===== src/rtl/canny_pkg.sv =====
// Shared types and constants for the Canny hysteresis stage.
// Pixel classes travel through the line buffers as 2-bit codes.
package canny_pkg;

    typedef enum logic [1:0] {
        CLS_NONE   = 2'd0,
        CLS_WEAK   = 2'd1,
        CLS_STRONG = 2'd2
    } pix_class_t;

    typedef enum logic [1:0] {
        IDLE,
        RUN,
        FLUSH,
        DONE
    } hyst_state_t;

    localparam logic [7:0] EDGE_ON = 8'd255;

endpackage


===== src/rtl/hysteresis_threshold_if.sv =====
// Input magnitude stream and output edge-map stream of the hysteresis stage.
// master = producer/consumer side, slave = the hysteresis block.
interface hysteresis_threshold_if #(
    parameter int PIX_W = 8
) ();
    logic             in_valid;
    logic             in_ready;
    logic [PIX_W-1:0] in_pixel;
    logic             out_valid;
    logic             out_ready;
    logic [7:0]       out_pixel;
    logic             out_last;

    modport master (
        output in_valid, in_pixel, out_ready,
        input  in_ready, out_valid, out_pixel, out_last
    );

    modport slave (
        input  in_valid, in_pixel, out_ready,
        output in_ready, out_valid, out_pixel, out_last
    );
endinterface


===== src/rtl/class_line_buffer.sv =====
// DEPTH-deep circular delay line of pixel classes; dout is the class written
// DEPTH advances ago and is replaced by din on each advance.
module class_line_buffer
    import canny_pkg::*;
#(
    parameter int DEPTH = 5
) (
    input  logic       clk,
    input  logic       rst_n,
    input  logic       advance,
    input  pix_class_t din,
    output pix_class_t dout
);
    localparam int PTR_W = $clog2(DEPTH);
    localparam logic [PTR_W-1:0] PTR_LAST = PTR_W'(DEPTH - 1);

    pix_class_t       mem [DEPTH];
    logic [PTR_W-1:0] ptr;

    assign dout = mem[ptr];

    always_ff @(posedge clk) begin
        if (!rst_n) begin
            ptr <= '0;
        end else if (advance) begin
            ptr <= (ptr == PTR_LAST) ? '0 : ptr + 1'b1;
        end
    end

    // NOTE: storage arrays carry no reset; stale contents only ever reach border outputs, which are forced to 0.
    always_ff @(posedge clk) begin
        if (advance) begin
            mem[ptr] <= din;
        end
    end
endmodule


===== src/rtl/hysteresis_threshold.sv =====
// Streaming double threshold + single-pass hysteresis: a 3x3 class window fed by
// two line buffers; the output is the window centre, WIDTH+1 pixels behind input.
module hysteresis_threshold
    import canny_pkg::*;
#(
    parameter int WIDTH  = 5,
    parameter int HEIGHT = 5,
    parameter int PIX_W  = 8
) (
    input  logic                   clk,
    input  logic                   rst_n,
    input  logic                   start,
    input  logic [PIX_W-1:0]       high_thr,
    input  logic [PIX_W-1:0]       low_thr,
    hysteresis_threshold_if.slave  strm,
    output logic                   busy,
    output logic                   done
);
    localparam int NPIX  = WIDTH * HEIGHT;
    localparam int CNT_W = $clog2(NPIX + WIDTH + 2);
    localparam int COL_W = $clog2(WIDTH);
    localparam int ROW_W = $clog2(HEIGHT);

    localparam logic [CNT_W-1:0] FIRST_OUT = CNT_W'(WIDTH + 1);
    localparam logic [CNT_W-1:0] LAST_IN   = CNT_W'(NPIX - 1);
    localparam logic [CNT_W-1:0] LAST_ADV  = CNT_W'(NPIX + WIDTH);
    localparam logic [COL_W-1:0] COL_LAST  = COL_W'(WIDTH - 1);
    localparam logic [ROW_W-1:0] ROW_LAST  = ROW_W'(HEIGHT - 1);

    function automatic pix_class_t classify(input logic [PIX_W-1:0] p,
                                            input logic [PIX_W-1:0] hi,
                                            input logic [PIX_W-1:0] lo);
        if (p >= hi)      return CLS_STRONG;
        else if (p >= lo) return CLS_WEAK;
        else              return CLS_NONE;
    endfunction

    hyst_state_t      state, state_nxt;
    logic [PIX_W-1:0] hi_q, lo_q;
    logic [CNT_W-1:0] adv_idx;
    logic [COL_W-1:0] col;
    logic [ROW_W-1:0] row;

    pix_class_t win     [3][3];
    pix_class_t win_nxt [3][3];
    pix_class_t new_cls, lb0_out, lb1_out;

    logic slot_free, accept, phantom, advance, produce;
    logic strong_nb, border, edge_bit;

    assign slot_free = strm.out_ready || !strm.out_valid;
    assign accept    = strm.in_valid && strm.in_ready;
    assign phantom   = (state == FLUSH) && slot_free && (adv_idx <= LAST_ADV);
    assign advance   = accept || phantom;
    assign produce   = advance && (adv_idx >= FIRST_OUT);
    assign new_cls   = accept ? classify(strm.in_pixel, hi_q, lo_q) : CLS_NONE;

    class_line_buffer #(.DEPTH(WIDTH)) u_lb0 (
        .clk(clk), .rst_n(rst_n), .advance(advance), .din(new_cls), .dout(lb0_out)
    );

    class_line_buffer #(.DEPTH(WIDTH)) u_lb1 (
        .clk(clk), .rst_n(rst_n), .advance(advance), .din(lb0_out), .dout(lb1_out)
    );

    // Window after this advance: columns shift left, newest column enters on the right.
    always_comb begin
        for (int r = 0; r < 3; r++) begin
            win_nxt[r][0] = win[r][1];
            win_nxt[r][1] = win[r][2];
        end
        win_nxt[0][2] = lb1_out;
        win_nxt[1][2] = lb0_out;
        win_nxt[2][2] = new_cls;

        strong_nb = 1'b0;
        for (int r = 0; r < 3; r++) begin
            for (int c = 0; c < 3; c++) begin
                if (!(r == 1 && c == 1) && win_nxt[r][c] == CLS_STRONG) strong_nb = 1'b1;
            end
        end

        border   = (row == '0) || (row == ROW_LAST) || (col == '0) || (col == COL_LAST);
        edge_bit = !border && ((win_nxt[1][1] == CLS_STRONG) ||
                               (win_nxt[1][1] == CLS_WEAK && strong_nb));
    end

    always_ff @(posedge clk) begin
        if (advance) begin
            win <= win_nxt;
        end
    end

    // NOTE: all clocked state uses non-blocking assignments so every register samples pre-edge values.
    always_ff @(posedge clk) begin
        if (!rst_n) begin
            state          <= IDLE;
            hi_q           <= '0;
            lo_q           <= '0;
            adv_idx        <= '0;
            col            <= '0;
            row            <= '0;
            strm.out_valid <= 1'b0;
            strm.out_pixel <= '0;
            strm.out_last  <= 1'b0;
        end else begin
            state <= state_nxt;
            if (state == IDLE && start) begin
                hi_q    <= high_thr;
                lo_q    <= low_thr;
                adv_idx <= '0;
                col     <= '0;
                row     <= '0;
            end
            if (advance) begin
                adv_idx <= adv_idx + 1'b1;
            end
            if (produce) begin
                strm.out_valid <= 1'b1;
                strm.out_pixel <= edge_bit ? EDGE_ON : 8'd0;
                strm.out_last  <= (adv_idx == LAST_ADV);
                if (col == COL_LAST) begin
                    col <= '0;
                    row <= (row == ROW_LAST) ? '0 : row + 1'b1;
                end else begin
                    col <= col + 1'b1;
                end
            end else if (strm.out_ready) begin
                strm.out_valid <= 1'b0;
            end
        end
    end

    // NOTE: every always_comb output gets a default first so no path can infer a latch.
    always_comb begin
        state_nxt     = state;
        strm.in_ready = 1'b0;
        busy          = (state != IDLE);
        done          = (state == DONE);
        case (state)
            IDLE:  if (start) state_nxt = RUN;
            RUN: begin
                strm.in_ready = slot_free;
                if (accept && adv_idx == LAST_IN) state_nxt = FLUSH;
            end
            FLUSH: if (strm.out_valid && strm.out_ready && strm.out_last) state_nxt = DONE;
            DONE:  state_nxt = IDLE;
            default: state_nxt = IDLE;
        endcase
    end
endmodule


===== src/flat_wrapper.sv =====
// flat-port wrapper written by rule: the top's interface ports become plain ports
module hysteresis_threshold_flat import canny_pkg::*;
#(
    parameter int WIDTH  = 5,
    parameter int HEIGHT = 5,
    parameter int PIX_W  = 8
)
  (clk, rst_n, start, high_thr, low_thr, busy, done, strm_in_valid, strm_in_pixel, strm_out_ready, strm_in_ready, strm_out_valid, strm_out_pixel, strm_out_last);
  hysteresis_threshold_if #(.PIX_W(PIX_W)) strm_i ();
  input  logic clk;
  input  logic rst_n;
  input  logic start;
  input  logic [PIX_W-1:0] high_thr;
  input  logic [PIX_W-1:0] low_thr;
  output logic busy;
  output logic done;
  input wire logic [$bits(strm_i.in_valid)-1:0] strm_in_valid;
  input wire logic [$bits(strm_i.in_pixel)-1:0] strm_in_pixel;
  input wire logic [$bits(strm_i.out_ready)-1:0] strm_out_ready;
  output wire logic [$bits(strm_i.in_ready)-1:0] strm_in_ready;
  output wire logic [$bits(strm_i.out_valid)-1:0] strm_out_valid;
  output wire logic [$bits(strm_i.out_pixel)-1:0] strm_out_pixel;
  output wire logic [$bits(strm_i.out_last)-1:0] strm_out_last;
  assign strm_i.in_valid = strm_in_valid;
  assign strm_i.in_pixel = strm_in_pixel;
  assign strm_i.out_ready = strm_out_ready;
  assign strm_in_ready = strm_i.in_ready;
  assign strm_out_valid = strm_i.out_valid;
  assign strm_out_pixel = strm_i.out_pixel;
  assign strm_out_last = strm_i.out_last;
  hysteresis_threshold #(.WIDTH(WIDTH), .HEIGHT(HEIGHT), .PIX_W(PIX_W)) u_core (.clk(clk), .rst_n(rst_n), .start(start), .high_thr(high_thr), .low_thr(low_thr), .strm(strm_i), .busy(busy), .done(done));
endmodule

===== config.mk =====
export PLATFORM = sky130hd
export DESIGN_NAME = hysteresis_threshold_flat
export DESIGN_NICKNAME = d
export VERILOG_FILES = /design/src/rtl/canny_pkg.sv /design/src/rtl/hysteresis_threshold_if.sv /design/src/rtl/class_line_buffer.sv /design/src/rtl/hysteresis_threshold.sv /design/src/flat_wrapper.sv
export SDC_FILE = /design/constraint.sdc
export NUM_CORES = 1
export LEC_CHECK = 0
export BUFFER_PORTS_ARGS = -buffer_cell sky130_fd_sc_hd__buf_2
export CAP_MARGIN = 15
export CORE_MARGIN = 1
export CORE_UTILIZATION = 37
export CTS_CLUSTER_DIAMETER = 100
export DETAILED_ROUTE_END_ITERATION = 8
export MAX_ROUTING_LAYER = met4
export PLACE_DENSITY = 0.57
export SYNTH_ARGS = -nofsm -noshare
export SYNTH_HDL_FRONTEND = slang
export SYNTH_HIERARCHICAL = 1
export SYNTH_SLANG_ARGS = --single-unit

===== constraint.sdc =====
create_clock -name clk -period 2.1 [get_ports clk]
set_clock_uncertainty 0.1 [all_clocks]
set_input_delay 0.105 -clock clk [delete_from_list [all_inputs] [get_ports clk]]
set_output_delay 0.105 -clock clk [all_outputs]
set_load 0.03 [all_outputs]

======== Yosys cells after proc, flatten, opt, wreduce, memory -nomap -nowiden ========
Memory sizes are Yosys's and may differ from the RTL's. A register that Yosys moved wholly into a read port is not among the register bits.
Cells that the tools add are included.
word-level totals
  register bits after elaboration ......... 57
  bits in writable memories ............... 20
  input bits .............................. 29
  latch bits .............................. 0
  ROM bits ................................ 0
  memories kept ........................... 2
operators by class
  muxes and demuxes ....................... 36
  add/subtract/negate cells ............... 5
  reduce and logical (&&, ||, !) cells .... 26
  divide/modulo/power cells ............... 0
  shift operators ......................... 0
  bitwise logic cells ..................... 0
  multipliers ............................. 0
  equality and inequality tests ........... 22
  order comparisons ....................... 4
memory list
  memory            depth  width  read ports  clocked after Yosys merged registers in  wr ports  line                     source
  u_core.u_lb0.mem  5      2      1           1                                        1         class_line_buffer.sv:17  pix_class_t mem [DEPTH];
  u_core.u_lb1.mem  5      2      1           1                                        1         class_line_buffer.sv:17
operators with widths
  kind                   count
  $mux W3                13
  $eq A2 B2 Y1 const B   11
  $ge A8 B8 Y1           2
  $mux W1                14
  $add A3 B1 Y3 const B  4
  $eq A3 B3 Y1 const B   4
  $eq A5 B5 Y1 const B   2
  $logic_and A1 B1 Y1    10
  $mux W2                5
  $mux W5                2
  $mux W8                1
  $pmux W2 S4            1
  $reduce_bool A2 Y1     4
  $logic_not A3 Y1       2
  $logic_or A1 B1 Y1     6
  $add A5 B1 Y5 const B  1
  $ge A5 B3 Y1 const B   1
  $le A5 B5 Y1 const B   1
  $eq A2 B1 Y1 const B   2
  $ne A2 B2 Y1 const B   2
  $reduce_and A3 Y1      1
  $logic_not A1 Y1       2
  $logic_not A2 Y1       1
  $ne A2 B1 Y1 const B   1

======== Depth between registers and ports, before layout ========
Gate-level depths: netlist (run 1).
  word-level depth ........................ 13
  gate-level depth with buffers ........... 8
  gate-level depth less buffers ........... 8

======== Hierarchy ========
The synthesis (run 1) kept the hierarchy.
by module, submodules not included
  module                cells each  area an instance (µm²)  instances  sequential area each (µm²)
  hysteresis_threshold  275         2,454.9                 1          1,001.0
  class_line_buffer     47          645.6                   2          420.4

======== Least setup slack after synthesis (run 1) ========
Ideal clock, no wire load.
  path type ............................... flip-flop to flip-flop
  start point ............................. register u_core.hi_q[0]
  end point ............................... memory u_core/u_lb0/mem[0][0] (netlist name), data pin
  path buffers ............................ 0
  period minus slack after synthesis ...... 1.931 ns
  library setup time ...................... 0.250 ns
  stages on the path, launching flop included .. 6
  arrival time ............................ 1.581 ns
  path slack .............................. 0.169 ns
  required time ........................... 1.750 ns
  path through ............................ dfxtp_1 > ha_1 > nand2b_1 > a2111oi_0 > o41ai_1 > a211oi_1
between the ends
  word-level cells in the longest chain between the ends .. 3
RTL lines
  item                    line                         source
  start, declared         hysteresis_threshold.sv:39   logic [PIX_W-1:0] hi_q, lo_q;
  start signal, assigned  hysteresis_threshold.sv:109  hi_q <= high_thr;
  $ge A8 B8 Y1            hysteresis_threshold.sv:33   if (p >= hi) return CLS_STRONG;
  $mux W2                 hysteresis_threshold.sv:33
  $mux W2                 hysteresis_threshold.sv:56   assign new_cls = accept ? classify(strm.in_pixel, hi_q, lo_q) : CLS_NONE;
  via u_core.new_cls[0]   hysteresis_threshold.sv:46   pix_class_t new_cls, lb0_out, lb1_out;
  end, declared           class_line_buffer.sv:17
The timed path passes the listed nets, and every way through them passes these cells.

==> qor.yml, run 1 <==
outcome:
  outcome: "complete, no violations"
synth:
  synth_area_leaders: "edfxtp_1 26%, dfxtp_1 24%, ha_1 11%"
  ys_ff_latch: 76
  synth_top_area_share_pct: 25.7
  syn_nets: 431
  synthSimpleGateAreaFrac_pct: 16.4
  post_synth_inst_count: 369
  yosysTopAreaCell: "edfxtp_1"
  synth_compound_area_share_pct: 14.1
  syn_area_per_cell_um2: 10.2
  synth_top_family_by_area: "simple AND/OR/NAND/NOR gates"
  ys_types: 46
  muxShareOfSynthArea_pct: 2.71
  syn_area_um2: 3750
  synth_fa_ha_area_share_pct: 11.0
  synthFlopType: "dfxtp_1"
  ys_seq_area_share_pct: 49.2
  synth_xor_area_share_pct: 0.234
  synthArstFlopShare_pct: 0
  synth_edf_count: 32
  ys_warn_count: 6
grt:
  grt_pass1_vias: 2519
  grt_use_total_pct: 15.0
  grt_pass1_wl_um: 11600
  antenna_found_initial: 0
  grt_max_degree: 23
  overflow: 0
power:
  peakVddDrop_v: 0.000339
  p_leak_nw: 1.77
  powerDensity_nw_per_um2: 1070
cts:
  clkSinkCount: 76
  htree_levels: 3
  worstSkewPairLatency_ns: 0.35
  cts_made_buffers: 9
  clkTransAtPathRegs_ns: 0.09
  cts-root-buf: "clkbuf_8"
  postCtsSetupBuffers: 0
  tritoncts: "done"
  cts_buffer_depth: 2
timing:
  setup_tns_ns: 0
  drv_slew: 0
  fmax_ghz: 0.503
  setup_violations: 0
  hold_slack_ns: 0.0388
  worstMarginPinSlew_ns: 0.675
  layout_min_cycle_time_ns: 1.99
  hold_viol: 0
  post-route-period-util_pct: 94.7
  relSlewSlack_pct: 55.0
  rsz0062_at_grt: "true"
setup_path:
  crit_arrival_ns: 2.13
  worst-r2r-cell-count: 8
  cp_slowest_cell: "dfxtp_1"
  worst-setup-path-type: "reg2reg"
  endpoint_kind: "register"
  r2r_end: "u_core/strm.out_pixel[6]"
  worst-r2r-setup-slack_ns: 0.11
  slowest_delay_ns: 0.36
  crit_chain: "nand2b_1 > a211oi_2 > a221oi_2 > nor2b_1 > a2111oi_1 > o2111ai_1 > a31oi_1 > o21ai_0"
  crit_end: "u_core/strm.out_pixel[6]"
  critPathLaunchType: "register"
  cp_max_fo: 4
  crit_required_ns: 2.24
place:
  gp_congestion: 0.824
  dpl.hpwl_um: 5140
  place_inst: 536
  port_buffers: 41
min_path:
  hp-class: "in2reg"
  min_from: "rst_n"
  hold_depth: 3
drt:
  drtAntennaViolNets: 0
  first_iter_violations: 66
  vias: 2720
  drtPass1Iterations: 4
  wire_per_inst_um: 12.7
  drc: 0
  avgViaCountPerCell: 4.79
  routed_wirelength_um: 7240
final_layout:
  nets: 492
  syn2layout_area_growth_pct: 20.5
  drive_gt1_share_pct: 18.9
  instances_no_fill: 568
  diodes: 0
floorplanning:
  die_y_um: 103
  rows: 36
  dieArea_um2: 10500
  core_area_um2: 9770
  start_util_pct: 38.3
  die_w_um: 103
  ios: 42
flow_run:
  maxCapViolCount: 0
==> timing repair <==
item | in CTS | in global routing
hold buffers | 16 | 0
endpoints found under the hold margin | 16 | 0
gates resized for setup | 3 | 6
pin swaps | 0 | 1
endpoints found under the setup margin | 7 | 12
==> layout make-up <==
cell class	count	area (um2)
inverter	37	139
sequential	76	1840
timing repair buffer	66	433
clock inverter	5	63.8
fill	941	5260
tap	133	166
clock buffer	11	174
multi-input combinational	240	1690
==> critical path, delay by kind of cell, from the launching register on <==
kind            cells  cell delay [ns]
compound gates      6             1.09
simple gates        2             0.32
flops               1             0.36
==> Yosys cell counts (all sizes together), types with 3 or more instances <==
| master | number |
|---|---|
| o31ai | 4 |
| o21ai | 7 |
| o21a | 5 |
| nor3 | 4 |
| o2111ai | 3 |
| ha | 33 |
| edfxtp | 32 |
| and3 | 9 |
| o211ai | 4 |
| inv | 36 |
| a21oi | 33 |
| nand3 | 9 |
| nand2b | 5 |
| dfxtp | 44 |
| nor2b | 18 |
| clkbuf | 6 |
| a221oi | 4 |
| buf | 10 |
| mux2i | 9 |
| nor2 | 8 |
| a211oi | 6 |
| nand4 | 5 |
| nand2 | 51 |
| nand4b | 3 |
==> cell usage in the layout, fill, tap and decap left out, types with 16 or more instances in the layout <==
master / instances
a21oi_1: 33
buf_2: 41
dfxtp_1: 42
dlygate4sd3_1: 16
edfxtp_1: 32
ha_1: 33
inv_1: 36
nand2_1: 50
nor2b_1: 17
==> cells by family after synthesis <==
logic type / after synthesis
compound gates: 77
xor+xnor: 1
fa+ha+maj: 33
buf+inv: 53
flops: 76
mux: 10
simple gates: 119
==> power breakdown <==
group          total, mW  switching [mW]  internal (mW)  leakage [nW]
registers           2.13           0.194           1.93         0.655
clock network       1.28           0.580          0.702         0.116
logic               1.42           0.853          0.570         0.997
total               4.83            1.63           3.20          1.77
==> flip-flops by register name, indices dropped and copies added (netlist names), named ones only <==
signal	cells
u_core/u_lb0/mem	10
u_core/u_lb0/ptr	3
u_core/row	3
u_core/strm.out_valid	1
u_core/u_lb1/ptr	3
u_core/win	12
u_core/state	2
u_core/lo_q	8
u_core/col	3
u_core/strm.out_pixel	1
u_core/strm.out_last	1
u_core/adv_idx	5
u_core/hi_q	8
u_core/u_lb1/mem	10
==> worst min-delay path by stage <==
stage | endpoint | slack (ns)
floorplan | u_core/hi_q[1] | 0.14
global placement | u_core/lo_q[6] | 0.25
detailed placement | u_core/lo_q[5] | 0.25
CTS | u_core/strm.out_valid | 0.03
global route | u_core/adv_idx[1] | 0.04
finish | u_core/strm.out_last | 0.04
==> metrics by stage <==
step	worst slack [ns]	area, um2	power, mW	util, %
after global routing	-0.0457	4510	5.17	46.2
after detailed placement	0.00816	4090	3.55	41.8
final	0.110	4510	4.83	46.2
after floorplan	0.169	3750	3.12	-
after CTS	0.0199	4500	4.88	46.0
after global placement	-0.0210	4090	3.52	41.8
==> routing by layer <==
metal / share of wire [%] / up-vias / global-route usage (%) / wire length (um)
met3: 2.3 / 12 / 2.64 / 169
met5: 0 / - / - / 0
met4: 2.0 / 0 / 7.91 / 148
li1: - / 1411 / - / -
met2: 48 / 33 / 23.3 / 3510
met1: 47 / 1264 / 18.7 / 3410
No activity file was read; power rests on OpenSTA's default activity.
==> inputs of run 2 (changes only) <==
RECOVER_POWER = 25   (was default)
SLEW_MARGIN = 10   (was default)
==> qor.yml, run 2 (synthesis results as in run 1) <==
outcome:
  outcome: "complete, no violations"
final_layout:
  layout_common_cells: "50 x nand2_1, 42 x dfxtp_1, 36 x inv_1"
  largest_register: "u_core/win"
  reg.largest.list: "u_core/win (12), u_core/u_lb0/mem (10), u_core/u_lb1/mem (10)"
  instances_no_fill: 568
  largest_reg_flops: 12
  nets: 492
  drive_gt1_share_pct: 16.1
  syn2layout_area_growth_pct: 20.0
  diodes: 0
  mostFrequentLayoutCell: "nand2_1"
cts:
  tritoncts: "done"
  cts_made_buffers: 9
  cts_buffer_depth: 2
  worstSkewPairLatency_ns: 0.35
  cts-root-buf: "clkbuf_8"
  clkSinkCount: 76
  htree_levels: 3
  clkTransAtPathRegs_ns: 0.09
drt:
  drtAntennaViolNets: 0
  first_iter_violations: 85
  routed_wirelength_um: 7250
  vias: 2722
  wire_per_inst_um: 12.8
  avgViaCountPerCell: 4.79
  drtPass1Iterations: 4
  drc: 0
setup_path:
  cp_slowest_cell: "dfxtp_1"
  critPathLaunchType: "register"
  slowest_delay_ns: 0.36
  cp_max_fo: 4
  worst-setup-path-type: "reg2reg"
  crit_arrival_ns: 2.14
  crit_chain: "nand2b_1 > a211oi_2 > a221oi_2 > nor2b_1 > a2111oi_1 > o2111ai_1 > a31oi_1 > o21ai_0"
  endpoint_kind: "register"
  crit_required_ns: 2.23
timing:
  hold_viol: 0
  rsz0062_at_grt: "true"
  layout_min_cycle_time_ns: 2.01
  worst_slack_ns: 0.0899
  setup_violations: 0
  hold_slack_ns: 0.0394
  drv_slew: 0
  relSlewSlack_pct: 54.7
  worstMarginPinSlew_ns: 0.679
  post-route-period-util_pct: 95.7
  setup_tns_ns: 0
  fmax_ghz: 0.497
floorplanning:
  die_w_um: 103
  dieArea_um2: 10500
  core_area_um2: 9770
  start_util_pct: 38.3
  rows: 36
  die_y_um: 103
  ios: 42
flow_run:
  maxCapViolCount: 0
power:
  p_leak_nw: 1.72
  peakVddDrop_v: 0.000340
  powerDensity_nw_per_um2: 1070
grt:
  antenna_found_initial: 0
  grt_pass1_wl_um: 11600
  grt_use_total_pct: 15.0
  busiest_layer: "met2"
  grt_util_met3_pct: 2.64
  met2_usage_pct: 23.3
  overflow: 0
  grt_max_degree: 23
  use_met1_pct: 18.7
  grt_pass1_vias: 2519
min_path:
  hp-class: "in2reg"
  min_from: "rst_n"
place:
  gp_congestion: 0.824
  dpl.hpwl_um: 5140
  place_inst: 536
  preCtsSetupSlack_ns: 0.00816
  port_buffers: 41
-- run 2: final timing paths --
kind	end	cells past startpoint	slack [ns]
setup / recovery	u_core/strm.out_pixel[6]	8	0.09
hold / removal	u_core/strm.out_last	3	0.04
setup reg to reg	u_core/strm.out_pixel[6]	8	0.09
hold reg to reg	u_core/win[3]	0	0.35
-- run 2: report_power, final --
part | switching, mW | internal (mW) | total (mW)
Sequential | 0.195 | 1.93 | 2.13
Clock | 0.576 | 0.702 | 1.28
Combinational | 0.858 | 0.559 | 1.42
Total | 1.63 | 3.19 | 4.82
-- run 2: critical path: cells and delay by family (launching register included) --
| family | cells | cell delay [ns] |
|---|---|---|
| AOI/OAI and AO/OA | 6 | 1.10 |
| DFF | 1 | 0.36 |
| and+or+nand+nor | 2 | 0.32 |
-- run 2: area by class of cell --
class / count / area (um2)
Multi-Input combinational cell: 240 / 1690
Timing Repair Buffer: 66 / 415
Fill cell: 951 / 5280
Sequential cell: 76 / 1840
Inverter: 37 / 139
Tap cell: 133 / 166
Clock buffer: 11 / 174
Clock inverter: 5 / 63.8
-- run 2: timing repair --
item,CTS,global route
gates resized for setup,3,6
hold buffers,16,0
endpoints found under the hold margin,16,0
setup buffers,0,0
endpoints found under the setup margin,7,12
pin swaps,0,1
-- run 2: metal layers --
layer  share of wire (%)  vias to the layer above
li1                    -                     1409
met1                  48                     1262
met2                  48                       39
met3                 2.0                       12
met4                 2.1                        0
met5                   0                        -
-- run 2: per-stage QoR --
step / cell area (um2) / power [mW] / utilization, %
4_1_cts: 4500 / 4.88 / 46.0
3_3_place_gp: 4090 / 3.52 / 41.8
5_1_grt: 4500 / 5.16 / 46.0
3_5_place_dp: 4090 / 3.55 / 41.8
2_1_floorplan: 3750 / 3.12 / -
6_report: 4500 / 4.82 / 46.0
